--- src/rtl/timer_pkg.sv ---
// Shared types and BCD constants for the mm:ss stopwatch / countdown timer.
package timer_pkg;

  typedef enum logic [1:0] {
    IDLE  = 2'd0,
    RUN   = 2'd1,
    PAUSE = 2'd2,
    DONE  = 2'd3
  } state_e;

  localparam logic [3:0] DIGIT_MAX    = 4'd9;
  localparam logic [3:0] SEC_TENS_MAX = 4'd5;
  localparam logic [3:0] BCD_ZERO     = 4'd0;

  // Any preset digit above the digit's range is pinned to that range's top.
  function automatic logic [3:0] clamp_digit(input logic [3:0] value,
                                             input logic [3:0] max_val);
    return (value > max_val) ? max_val : value;
  endfunction

endpackage

--- src/rtl/sec_timer_bcd_if.sv ---
// Control/status bundle between the timer and its host (buttons, display, LEDs).
interface sec_timer_bcd_if;

  logic       start;
  logic       pause;
  logic       clear;
  logic       load;
  logic       mode_down;
  logic [7:0] load_min;
  logic [7:0] load_sec;

  logic [7:0] min;
  logic [7:0] sec;
  logic       running;
  logic       done;
  logic       wrap;
  logic       tick;

  modport master (
    output start, pause, clear, load, mode_down, load_min, load_sec,
    input  min, sec, running, done, wrap, tick
  );

  modport slave (
    input  start, pause, clear, load, mode_down, load_min, load_sec,
    output min, sec, running, done, wrap, tick
  );

endinterface

--- src/rtl/sec_timer_bcd_digit.sv ---
// One BCD digit with its own range; carry/borrow flag the digit at its wrap point.
module bcd_digit
  import timer_pkg::*;
(
  input  logic       clk,
  input  logic       rst,
  input  logic       en,
  input  logic       up,
  input  logic [3:0] max_val,
  input  logic       load_en,
  input  logic [3:0] load_val,
  output logic [3:0] digit,
  output logic       carry,
  output logic       borrow
);

  logic [3:0] digit_q;
  logic [3:0] digit_d;

  always_comb begin
    // NOTE: default first, so every path through the block assigns digit_d and no latch is inferred.
    digit_d = digit_q;
    if (load_en) begin
      digit_d = clamp_digit(load_val, max_val);
    end else if (en) begin
      if (up) begin
        digit_d = (digit_q >= max_val) ? BCD_ZERO : digit_q + 4'd1;
      end else begin
        digit_d = (digit_q == BCD_ZERO) ? max_val : digit_q - 4'd1;
      end
    end
  end

  always_ff @(posedge clk) begin
    // NOTE: non-blocking so every flop samples pre-edge values regardless of block order.
    if (rst) begin
      digit_q <= BCD_ZERO;
    end else begin
      digit_q <= digit_d;
    end
  end

  assign digit  = digit_q;
  assign carry  = up && (digit_q == max_val);
  assign borrow = !up && (digit_q == BCD_ZERO);

endmodule

--- src/rtl/sec_timer_bcd.sv ---
// BCD mm:ss stopwatch / countdown driven by the synchronised, edge-detected 1 Hz toggle.
module sec_timer_bcd
  import timer_pkg::*;
#(
  parameter int SYNC_STAGES  = 2,
  parameter int MAX_MIN_TENS = 5
) (
  input  logic            clk,
  input  logic            rst,
  input  logic            clk_1s,
  sec_timer_bcd_if.slave  bus
);

  localparam logic [3:0] MIN_TENS_MAX = 4'(MAX_MIN_TENS);

  logic [SYNC_STAGES-1:0] sync_q, sync_d;
  logic                   edge_q, edge_d;
  logic                   tick_q, tick_d;
  state_e                 state_q, state_d;
  logic                   mode_q, mode_d;
  logic                   wrap_q, wrap_d;

  logic       cnt_en;
  logic       load_en;
  logic       use_preset;
  logic [3:0] digit_val  [4];
  logic [3:0] load_digit [4];
  logic [3:0] carry;
  logic [3:0] borrow;
  logic [4:0] step;
  logic       count_zero;
  logic       count_one;

  // Tick path: synchroniser chain, then a one-flop rising-edge detector.
  always_comb begin
    sync_d = {sync_q[SYNC_STAGES-2:0], clk_1s};
    edge_d = sync_q[SYNC_STAGES-1];
    tick_d = sync_q[SYNC_STAGES-1] & ~edge_q;
  end

  // Digit order: 0 = sec ones, 1 = sec tens, 2 = min ones, 3 = min tens.
  assign load_digit[0] = use_preset ? bus.load_sec[3:0] : BCD_ZERO;
  assign load_digit[1] = use_preset ? bus.load_sec[7:4] : BCD_ZERO;
  assign load_digit[2] = use_preset ? bus.load_min[3:0] : BCD_ZERO;
  assign load_digit[3] = use_preset ? bus.load_min[7:4] : BCD_ZERO;

  assign step[0] = cnt_en;

  for (genvar i = 0; i < 4; i++) begin : g_digit
    localparam logic [3:0] MAXV = (i == 1) ? SEC_TENS_MAX :
                                  (i == 3) ? MIN_TENS_MAX : DIGIT_MAX;

    bcd_digit u_digit (
      .clk      (clk),
      .rst      (rst),
      .en       (step[i]),
      .up       (~mode_q),
      .max_val  (MAXV),
      .load_en  (load_en),
      .load_val (load_digit[i]),
      .digit    (digit_val[i]),
      .carry    (carry[i]),
      .borrow   (borrow[i])
    );

    // A digit steps only when every lower digit is at its carry/borrow point.
    assign step[i+1] = step[i] & (mode_q ? borrow[i] : carry[i]);
  end

  assign count_zero = (digit_val[0] == BCD_ZERO) && (digit_val[1] == BCD_ZERO) &&
                      (digit_val[2] == BCD_ZERO) && (digit_val[3] == BCD_ZERO);
  assign count_one  = (digit_val[0] == 4'd1)     && (digit_val[1] == BCD_ZERO) &&
                      (digit_val[2] == BCD_ZERO) && (digit_val[3] == BCD_ZERO);

  // Command priority: clear > load > pause > start > tick.
  always_comb begin
    state_d    = state_q;
    mode_d     = mode_q;
    cnt_en     = 1'b0;
    load_en    = 1'b0;
    use_preset = 1'b0;

    if (bus.clear) begin
      state_d = IDLE;
      load_en = 1'b1;
    end else if (bus.load && (state_q != RUN)) begin
      state_d    = IDLE;
      load_en    = 1'b1;
      use_preset = 1'b1;
    end else if (bus.pause) begin
      // Pause swallows a simultaneous start even where it has no effect itself.
      if (state_q == RUN) begin
        state_d = PAUSE;
      end
    end else if (bus.start && ((state_q == IDLE) || (state_q == PAUSE))) begin
      mode_d  = bus.mode_down;
      state_d = (bus.mode_down && count_zero) ? DONE : RUN;
    end else if (tick_q && (state_q == RUN)) begin
      if (!mode_q) begin
        cnt_en = 1'b1;
      end else if (!count_zero) begin
        cnt_en = 1'b1;
        if (count_one) begin
          state_d = DONE;
        end
      end
    end
  end

  // step[4] in up mode means all four digits were at their maximum.
  assign wrap_d = step[4] & ~mode_q;

  always_ff @(posedge clk) begin
    if (rst) begin
      sync_q  <= '0;
      edge_q  <= 1'b0;
      tick_q  <= 1'b0;
      state_q <= IDLE;
      mode_q  <= 1'b0;
      wrap_q  <= 1'b0;
    end else begin
      sync_q  <= sync_d;
      edge_q  <= edge_d;
      tick_q  <= tick_d;
      state_q <= state_d;
      mode_q  <= mode_d;
      wrap_q  <= wrap_d;
    end
  end

  assign bus.min     = {digit_val[3], digit_val[2]};
  assign bus.sec     = {digit_val[1], digit_val[0]};
  assign bus.running = (state_q == RUN);
  assign bus.done    = (state_q == DONE);
  assign bus.wrap    = wrap_q;
  assign bus.tick    = tick_q;

endmodule

--- src/flat_wrapper.sv ---
// flat-port wrapper written by rule: the top's interface ports become plain ports
module sec_timer_bcd_flat import timer_pkg::*;
#(
  parameter int SYNC_STAGES  = 2,
  parameter int MAX_MIN_TENS = 5
)
  (clk, rst, clk_1s, bus_start, bus_pause, bus_clear, bus_load, bus_mode_down, bus_load_min, bus_load_sec, bus_min, bus_sec, bus_running, bus_done, bus_wrap, bus_tick);
  sec_timer_bcd_if bus_i ();
  input  logic clk;
  input  logic rst;
  input  logic clk_1s;
  input wire logic [$bits(bus_i.start)-1:0] bus_start;
  input wire logic [$bits(bus_i.pause)-1:0] bus_pause;
  input wire logic [$bits(bus_i.clear)-1:0] bus_clear;
  input wire logic [$bits(bus_i.load)-1:0] bus_load;
  input wire logic [$bits(bus_i.mode_down)-1:0] bus_mode_down;
  input wire logic [$bits(bus_i.load_min)-1:0] bus_load_min;
  input wire logic [$bits(bus_i.load_sec)-1:0] bus_load_sec;
  output wire logic [$bits(bus_i.min)-1:0] bus_min;
  output wire logic [$bits(bus_i.sec)-1:0] bus_sec;
  output wire logic [$bits(bus_i.running)-1:0] bus_running;
  output wire logic [$bits(bus_i.done)-1:0] bus_done;
  output wire logic [$bits(bus_i.wrap)-1:0] bus_wrap;
  output wire logic [$bits(bus_i.tick)-1:0] bus_tick;
  assign bus_i.start = bus_start;
  assign bus_i.pause = bus_pause;
  assign bus_i.clear = bus_clear;
  assign bus_i.load = bus_load;
  assign bus_i.mode_down = bus_mode_down;
  assign bus_i.load_min = bus_load_min;
  assign bus_i.load_sec = bus_load_sec;
  assign bus_min = bus_i.min;
  assign bus_sec = bus_i.sec;
  assign bus_running = bus_i.running;
  assign bus_done = bus_i.done;
  assign bus_wrap = bus_i.wrap;
  assign bus_tick = bus_i.tick;
  sec_timer_bcd #(.SYNC_STAGES(SYNC_STAGES), .MAX_MIN_TENS(MAX_MIN_TENS)) u_core (.clk(clk), .rst(rst), .clk_1s(clk_1s), .bus(bus_i));
endmodule
--- config.mk ---
export PLATFORM = sky130hd
export DESIGN_NAME = sec_timer_bcd_flat
export DESIGN_NICKNAME = d
export VERILOG_FILES = /design/src/rtl/timer_pkg.sv /design/src/rtl/sec_timer_bcd_if.sv /design/src/rtl/sec_timer_bcd_digit.sv /design/src/rtl/sec_timer_bcd.sv /design/src/flat_wrapper.sv
export SDC_FILE = /design/constraint.sdc
export NUM_CORES = 1
export LEC_CHECK = 0
export CAP_MARGIN = 5
export CORE_MARGIN = 2
export CORE_UTILIZATION = 31
export CTS_CLUSTER_DIAMETER = 100
export CTS_CLUSTER_SIZE = 14
export DETAILED_ROUTE_END_ITERATION = 10
export SYNTH_ARGS = -nofsm -noshare
export SYNTH_HDL_FRONTEND = slang
export SYNTH_SLANG_ARGS = --single-unit
export TNS_END_PERCENT = 100
--- constraint.sdc ---
create_clock -name clk -period 2.17 [get_ports clk]
set_input_delay 0.3255 -clock clk [delete_from_list [all_inputs] [get_ports clk]]
set_output_delay 0.3255 -clock clk [all_outputs]
set_load 0.02 [all_outputs]
==> flow_summary_export.csv, run 1 <==
group,metric,value,unit
floorplanning,start_util,31.9,%
clock_tree,hold_buffers,0,
run,drv_cap,0,
global_route,use_met2,27.5,%
layout,ff_latch_area,483,sq um
synthesis,synth-seq-area-share,22.3,%
place,io_buffer_count,43,
global_route,gr-total-overflow,0,
sta,maxSlewHeadroom,68.0,%
detailed_routing,firstDrtPassIters,4,
layout,fillCellCount,694,
global_route,met3_usage,1.99,%
detailed_routing,wl_per_cell,15.1,microns
sta,fin_crit_sh,93.8,%
sta,rsz0062_at_grt,"true",
detailed_routing,wl,6210,microns
setup_path,ff2ff_path_depth,7,
synthesis,syn-num-nets,311,
clock_tree,cts.sinks,24,
synthesis,synth_area,0.00216,sq mm
global_route,met1_usage,24.4,%
hold_path,hold_path_end,"u_core.bus.tick",
detailed_routing,vias,2251,
setup_path,crit_path_end_kind,"register",
layout,antennaDiodeCount,0,
floorplanning,die_w,87.4,microns
sta,setup_viol,0,
global_route,grt_first_pass_wirelength,10400,microns
clock_tree,cts_tree,"yes",
synthesis,ys_top_cells_by_count,"28 x nor2_1, 24 x dfxtp_1, 21 x nand2_1",
synthesis,synth_top_area_share,22.3,%
hold_path,hold_path.class,"reg -> reg",
synthesis,synth.distinct_cells,63,
setup_path,r2r-end,"u_core.g_digit[0].u_digit.digit[1]",
setup_path,cp.required,2.37,ns
setup_path,critical_path_peak_fanout,7,
floorplanning,ios,44,
floorplanning,fp.dieH,87.4,microns
place,dpl.hpwl,4770,microns
clock_tree,numCtsBuffers,3,
synthesis,syn_inst,271,
clock_tree,cts_root_buffer,"clkbuf_8",
synthesis,synth_seq_cells,24,
layout,areaGrowthSynthToFinish,34.5,%
setup_path,r2r_slack,0.13,ns
clock_tree,cts_setup_buffers,0,
floorplanning,rows,30,
synthesis,postSynth.asyncResetShare,0,%
setup_path,crit_type,"reg -> reg",
sta,hold_violations,0,
sta,worst_slew_pin_slew,0.478,ns
layout,multiInputGateArea,0.00155,sq mm
setup_path,r2r_start,"u_core.g_digit[2].u_digit.digit[0]",
detailed_routing,ant_nets,0,
sta,final_critical_path_setup_slack,0.135,ns
power,ir_drop,0.217,mV
place,gp_congestion,0.834,
global_route,busiest_layer,"met2",
detailed_routing,via_per_inst,5.46,
global_route,grt_pass1_vias,2109,
sta,max_freq,491,MHz
synthesis,yosys_warnings,0,
synthesis,synth_edf_count,0,
sta,fin_skew,0.00849,ns
global_route,grt_max_degree,15,
clock_tree,htreeDepth,1,
synthesis,synth-main-ff-cell,"dfxtp_1",
clock_tree,cts.path.max_buffers,2,
detailed_routing,post-route-drc-count,0,
power,p_leak,0.00115,uW
outcome,run_status,"finished clean",
layout,drive_gt1_share,16.3,%
hold_path,min_path_cells,1,
clock_tree,clk_pin_slew,0.10,ns
global_route,antenna_found_initial,0,
synthesis,synth_top_cell_by_area,"dfxtp_1",
layout,fin_nets,373,
floorplanning,dieArea,0.00765,sq mm
synthesis,yosysMostFrequentCell,"nor2_1",
global_route,grtUsageTotal,17.0,%
hold_path,hp-start,"u_core.edge_q",
synthesis,avgSynthCellArea,7.96,sq um
layout,fin_util,43.0,%
setup_path,cp-start-kind,"register",
floorplanning,coreArea,0.00676,sq mm
setup_path,cp.arrival,2.24,ns
sta,post-route-min-period,2.04,ns
clock_tree,clock_latency,0.27,ns
synthesis,yosys-top-cells-area,"dfxtp_1 22%, ha_1 9.3%, nor2_1 4.9%",
detailed_routing,first_iter_violations,134,
sta,drv_slew,0,
place,dp_worst_setup_slack,-0.0271,ns
power,cellPowerDensity,434,mW/mm^2
-- worst max-delay path by stage --
stage | startpoint | end | slack [ns] | depth (start not counted)
floorplan | u_core.g_digit[0].u_digit.digit[1] | u_core.g_digit[0].u_digit.digit[1] | 0.001 | 7
global placement | bus_pause | u_core.g_digit[0].u_digit.digit[1] | 0.05 | 6
detailed placement | bus_pause | u_core.g_digit[0].u_digit.digit[1] | -0.03 | 6
CTS | u_core.g_digit[2].u_digit.digit[0] | u_core.g_digit[0].u_digit.digit[1] | 0.08 | 7
global route | u_core.g_digit[2].u_digit.digit[0] | u_core.g_digit[2].u_digit.digit[1] | -0.005 | 7
finish | u_core.g_digit[2].u_digit.digit[0] | u_core.g_digit[0].u_digit.digit[1] | 0.13 | 7
-- stage by stage --
stage / hold slack, ns / cell area [sq um] / std cells / total power [uW] / TNS (ns)
floorplan: 0.367 / 2160 / 271 / 701 / 0
global route: 0.404 / 2900 / 412 / 1330 / -0.00465
finish: 0.385 / 2900 / 412 / 1260 / 0
detailed placement: 0.374 / 2830 / 408 / 866 / -0.0271
CTS: 0.390 / 2900 / 412 / 1270 / 0
global placement: 0.372 / 2830 / 408 / 861 / 0
-- per-layer routing --
layer / share of wire, % / vias up
li1: - / 1106
met1: 48 / 1078
met2: 47 / 63
met3: 4.7 / 4
met4: 0.61 / 0
met5: 0 / -
-- area by class of cell --
class / count / area share, %
tap: 80 / 3.45
clock buffer: 3 / 1.42
sequential: 24 / 16.6
clock inverter: 1 / 1.03
timing repair buffer: 73 / 22.6
multi-input combinational: 219 / 53.3
inverter: 12 / 1.55
-- cell families after synthesis --
kind of cell / count (synthesis) / share of synthesized area, %
XOR/XNOR: 2 / 0.812
buffers and inverters: 28 / 6.03
multiplexers: 9 / 4.29
adder cells (fa/ha/maj): 16 / 9.28
AO/OA/AOI/OAI: 77 / 25.5
flip-flops: 24 / 22.3
AND/OR/NAND/NOR: 115 / 31.9
-- cell usage in the layout, fill, tap and decap left out, types with 4 or more instances in the layout --
cell / instances
o21ai_0: 18
nand2_1: 21
nor3b_1: 4
nand3b_1: 8
nor2_1: 28
a211oi_1: 9
o31ai_1: 4
nor2b_1: 9
mux2i_1: 7
clkdlybuf4s50_1: 43
dfxtp_1: 22
buf_4: 30
nor3_1: 7
nand2b_1: 7
ha_1: 16
nand3_1: 4
a21oi_1: 18
inv_1: 12
-- timing repair --
action	4_1_cts	5_1_grt
hold endpoints to repair	0	0
endpoints found under the setup margin	0	4
resized for setup	0	0
-- sequential cells by signal, indices dropped and copies added (netlist names) --
register	count
u_core.g_digit.u_digit.digit	16
u_core.state_q	2
u_core.sync_q	2
u_core.bus.tick	1
u_core.bus.wrap	1
u_core.edge_q	1
u_core.mode_q	1
-- where the power goes --
part / total (uW) / switching [uW] / internal, uW
Clock: 402 / 156 / 247
Sequential: 483 / 24.4 / 458
Combinational: 375 / 190 / 185
-- worst max-delay path, stage by stage (launching register included) --
cell,delay (ns)
dfxtp_2,0.41
inv_1,0.10
ha_1,0.24
nor4bb_4,0.19
a41oi_4,0.29
nor2_2,0.07
or4_1,0.50
a21oi_1,0.18
No activity file was read; power rests on OpenSTA's default activity.
==> inputs of run 2 (changes only) <==
--- a/config.mk
+++ b/config.mk
@@ -7,10 +7,11 @@
 export LEC_CHECK = 0
 export CAP_MARGIN = 5
 export CORE_MARGIN = 2
-export CORE_UTILIZATION = 31
+export CORE_UTILIZATION = 47
 export CTS_CLUSTER_DIAMETER = 100
 export CTS_CLUSTER_SIZE = 14
 export DETAILED_ROUTE_END_ITERATION = 10
+export PLACE_DENSITY = 0.77
 export SYNTH_ARGS = -nofsm -noshare
 export SYNTH_HDL_FRONTEND = slang
 export SYNTH_SLANG_ARGS = --single-unit
==> flow_summary_export.csv, run 2 (synthesis results as in run 1) <==
group,metric,value,unit
detailed_routing,firstDrtPassIters,4,
sta,fin_crit_sh,94.6,%
layout,fin_util,66.6,%
power,switchingPower,375,uW
sta,fin_skew,0.00228,ns
global_route,grt_first_pass_wirelength,10700,microns
clock_tree,htreeDepth,1,
setup_path,crit_path_end_kind,"register",
setup_path,r2r-end,"u_core.g_digit[0].u_digit.digit[1]",
global_route,gr-total-overflow,0,
floorplanning,rows,24,
detailed_routing,via_per_inst,5.88,
global_route,grtUsageTotal,25.9,%
place,numPlacedInstances,385,
detailed_routing,wl,6330,microns
layout,drive_gt1_share,17.8,%
power,p_int,896,uW
detailed_routing,ant_nets,0,
setup_path,critical_path_peak_fanout,9,
sta,finalSetupTns,0,ns
detailed_routing,post-route-drc-count,0,
clock_tree,cts_tree,"yes",
power,cellPowerDensity,435,mW/mm^2
detailed_routing,wl_per_cell,16.3,microns
setup_path,slowest_delay,0.50,ns
clock_tree,cts.path.max_buffers,2,
layout,final_cells,389,
sta,max_freq,487,MHz
power,p_sw_share,29.5,%
floorplanning,ios,44,
layout,areaGrowthSynthToFinish,35.3,%
hold_path,min_path_cells,1,
power,ir_drop,0.360,mV
floorplanning,fp.dieH,71.8,microns
sta,worst_slew_pin_slew,0.425,ns
place,dpl.hpwl,4900,microns
place,io_buffer_count,43,
detailed_routing,first_iter_violations,171,
global_route,antenna_found_initial,0,
sta,setup_viol,0,
setup_path,cp.arrival,2.26,ns
setup_path,cp.required,2.38,ns
global_route,grt_pass1_vias,2211,
power,p_seq_share,37.9,%
power,p_leak,0.00117,uW
clock_tree,numCtsBuffers,3,
setup_path,cp_cell_sequence,"inv_1 > ha_1 > nor3b_2 > a41oi_4 > nor2_2 > or4_1 > a21oi_1",
setup_path,ff2ff_path_depth,7,
layout,most-common-layout-cells,"43 x clkdlybuf4s50_1, 35 x buf_4, 28 x nor2_1",
global_route,grt_max_degree,15,
power,power_frac_clock,31.7,%
layout,layout_commonest_cell,"clkdlybuf4s50_1",
clock_tree,cts.sinks,24,
sta,post-route-min-period,2.05,ns
setup_path,r2r_slack,0.12,ns
layout,fin_nets,378,
clock_tree,clk_pin_slew,0.09,ns
floorplanning,coreArea,0.00438,sq mm
sta,hold_violations,0,
sta,maxSlewHeadroom,71.5,%
setup_path,slowest_stage,"or4_1",
layout,largest_reg_flops,16,
layout,final_cell_area,0.00292,sq mm
clock_tree,cts_root_buffer,"clkbuf_8",
floorplanning,start_util,49.2,%
outcome,run_status,"finished clean",
sta,drv_slew,0,
detailed_routing,vias,2288,
layout,fillCellCount,380,
setup_path,r2r_start,"u_core.g_digit[0].u_digit.digit[0]",
place,placed_cell_area,0.00283,sq mm
hold_path,hold_path_end,"u_core.bus.tick",
place,gp_congestion,0.907,
clock_tree,clock_latency,0.27,ns
setup_path,cp-start-kind,"register",
hold_path,hp-start,"u_core.edge_q",
clock_tree,cts_setup_buffers,0,
layout,antennaDiodeCount,0,
sta,rsz0062_at_grt,"false",
floorplanning,die_w,71.8,microns
power,pwr-share-comb,30.4,%
run,drv_cap,0,
setup_path,crit_type,"reg -> reg",
hold_path,hold_path.class,"reg -> reg",
floorplanning,dieArea,0.00515,sq mm
-- run 2: cell types whose count changed in the layout (fill, tap and decap cells not counted), sizes merged --
cell and delta:
buf +5
-- run 2: cell type report --
class                   count  area, sq um  area share [%]
multi-input cells         219         1560            53.5
repair buffers             78          693            23.7
well taps                  52         65.1            2.23
clock inverters             1         30.0            1.03
inverters                  12         45.0            1.54
flip-flops and latches     24          484            16.6
clock buffers               3         41.3            1.41
-- run 2: critical path: cells and delay by family (launching register included) --
| kind | cells | cell delay (ns) |
|---|---|---|
| and+or+nand+nor | 3 | 0.78 |
| AOI/OAI and AO/OA | 2 | 0.50 |
| DFF | 1 | 0.42 |
| adders and majority gates | 1 | 0.20 |
| buffers and inverters | 1 | 0.08 |
-- run 2: timing repair --
item                       in CTS  in global routing
setup endpoints to repair       0                  4
hold buffers                    0                  0
gates resized for setup         0                  3
-- run 2: worst max path at each step --
stage                                                   from                                  to  slack (ns)
final                     u_core.g_digit[0].u_digit.digit[0]  u_core.g_digit[0].u_digit.digit[1]        0.12
after global routing      u_core.g_digit[1].u_digit.digit[0]  u_core.g_digit[0].u_digit.digit[1]        0.01
after CTS                 u_core.g_digit[2].u_digit.digit[1]  u_core.g_digit[0].u_digit.digit[1]        0.07
after detailed placement                           bus_pause  u_core.g_digit[0].u_digit.digit[1]        0.03
after global placement                             bus_pause  u_core.g_digit[0].u_digit.digit[1]        0.05
after floorplan           u_core.g_digit[0].u_digit.digit[1]  u_core.g_digit[0].u_digit.digit[1]       0.001
-- run 2: metal layers --
layer	vias up	part of all wire (%)	wire (microns)	track usage [%]
li1	1125	-	-	-
met1	1067	44	2810	33.6
met2	84	48	3060	45.2
met3	12	5.5	345	3.09
met4	0	1.8	112	7.34
met5	-	0	0	0
-- run 2: power groups by stage --
stage	combinational, uW	clock (uW)	sequential [uW]
finish	387	402	482
global route	421	430	486
CTS	380	404	481
detailed placement	377	0	491
global placement	370	0	490
floorplan	199	0	503
-- run 2: through the flow --
step | total power [uW] | setup WS (ns) | hold slack, ns
after global placement | 860 | 0.0486 | 0.371
after detailed placement | 869 | 0.0345 | 0.391
final | 1270 | 0.117 | 0.398
after global routing | 1340 | 0.0143 | 0.416
after CTS | 1270 | 0.0699 | 0.403
after floorplan | 701 | 0.00109 | 0.367
==> RTL change (settings of run 1) <==
Reset style: asynchronous (`rst`), changed in 2 clocked blocks.
--- a/src/rtl/sec_timer_bcd_digit.sv
+++ b/src/rtl/sec_timer_bcd_digit.sv
@@ -31,7 +31,7 @@
     end
   end
 
-  always_ff @(posedge clk) begin
+  always_ff @(posedge clk or posedge rst) begin
     // NOTE: non-blocking so every flop samples pre-edge values regardless of block order.
     if (rst) begin
       digit_q <= BCD_ZERO;
--- a/src/rtl/sec_timer_bcd.sv
+++ b/src/rtl/sec_timer_bcd.sv
@@ -110,7 +110,7 @@
   // step[4] in up mode means all four digits were at their maximum.
   assign wrap_d = step[4] & ~mode_q;
 
-  always_ff @(posedge clk) begin
+  always_ff @(posedge clk or posedge rst) begin
     if (rst) begin
       sync_q  <= '0;
       edge_q  <= 1'b0;
Function: differs if rst is asserted again (counterexample within 4 cycles, from zero or initial values and one cycle with rst high); with rst held inactive, the same outputs for 10 cycles.
==> RTL change against run 1 <==
- the flow now finishes with violations (negative setup slack)
- critical path depth did not move
- clock skew fell by 0.0045 ns
- design area rose by 16%
- setup slack worse by 0.30 ns
- die area rose by 0.55%
- first-iteration DRC count decreased by 34%
- sequential cell count did not move
- routed wire length grew 5.1%
- area after synthesis is 0.58% higher
- critical path type unchanged
- critical endpoint is now u_core.g_digit[0].u_digit.digit[3]
Power is not compared: it rests on default switching activity, and its combinational part moved more than twofold at a synthesized area within 25%.
==> RTL change: results (changes against run 1) <==
wl_met1_um: 3020  # +1.1%
drive_gt1_share_pct: 33.7  # +17 points
synth.most_common_cell: "dfrtp_1"
regToRegStartpoint: "u_core.g_digit[2].u_digit.digit[1]"
vias: 2206  # -2.0%
dp.cells: 431  # +5.6%
final_util_pct: 49.6  # +6.6 points
grt_pass1_wl_um: 10700  # +2.5%
r2r-end: "u_core.g_digit[0].u_digit.digit[3]"
cp_slowest_cell: "or4b_4"
ys_types: 65  # +3.2%
grtUsageMet3_pct: 2.26  # +0.27 points
hold-path-endpoint: "u_core.sync_q[1]"
route.met3.wl_um: 239  # -18%
nFillCells: 657  # -5.3%
drtIter0Drc: 89  # -34%
setup_ws_ns: -0.168  # -0.303 ns
netlist_top_cells_area: "dfrtp_1, ha_1, a21oi_1, nor2_1, o21ai_0"
grt_max_degree: 29  # +14
synth_common_cells: "dfrtp_1, nor2_1, a21oi_1"
min_from: "u_core.sync_q[0]"
whs_path_depth: 0  # -1
avgViaCountPerCell: 5.01  # -8.2%
worst-path-max-fanout: 6  # -1
hpwl_um: 4940  # +3.4%
synth-seq-area-share_pct: 27.7  # +5.4 points
use_met1_pct: 23.4  # -1.0 points
relSlewSlack_pct: 61.0  # -7.0 points
arrival_ns: 2.49  # +0.25 ns
ys_async_sr_fraction_pct: 100  # +100 points
slowest_delay_ns: 0.63  # +0.13 ns
hold-worst-slack_ns: 0.358  # -0.0270 ns
cp-startpoint: "u_core.g_digit[2].u_digit.digit[1]"
grt_usage_pct: 17.4  # +0.45 points
routed_wl_um: 6520  # +5.1%
postPlaceCellArea_sq_um: 3140  # +11%
syn_inst: 252  # -7.0%
setup_viol: 16  # +16
violations: "negative setup slack"
fin_nets: 385  # +3.2%
status: "complete, but fails checks"
grt_use_met2_pct: 30.2  # +2.6 points
fin_skew_ns: 0.00394  # -0.00455 ns
finalSetupTns_ns: -1.04  # -1.04 ns
synth_nets: 292  # -6.1%
[RTL change: cell type report]
cell class | instances | share of cell area (%)
flip-flops and latches | 24 | 18.1
clock buffers | 4 | 1.63
multi-input cells | 198 | 47.5
well taps | 96 | 3.57
inverters | 16 | 1.78
repair buffers | 102 | 27.3
[RTL change: cell families after synthesis]
family,Yosys count,synth area share (%)
AND/OR/NAND/NOR,92,25.1
AO/OA/AOI/OAI,76,24.7
buffers and inverters,30,6.17
flip-flops,24,27.7
adder cells (fa/ha/maj),16,9.22
multiplexers,11,5.99
XOR/XNOR,3,1.21
[RTL change: power by group]
| part | internal [mW] | total (mW) | switching, mW |
|---|---|---|---|
| Clock | 0.162 | 0.312 | 0.150 |
| Combinational | 0.596 | 1.18 | 0.587 |
| Sequential | 0.501 | 0.542 | 0.0414 |
[RTL change: repair_timing]
action / in CTS / in global routing
endpoints found under the setup margin: 17 / 19
endpoints found under the hold margin: 0 / 0
resized for setup: 16 / 15
buffers inserted: 4 / 3
pin swaps: 6 / 6
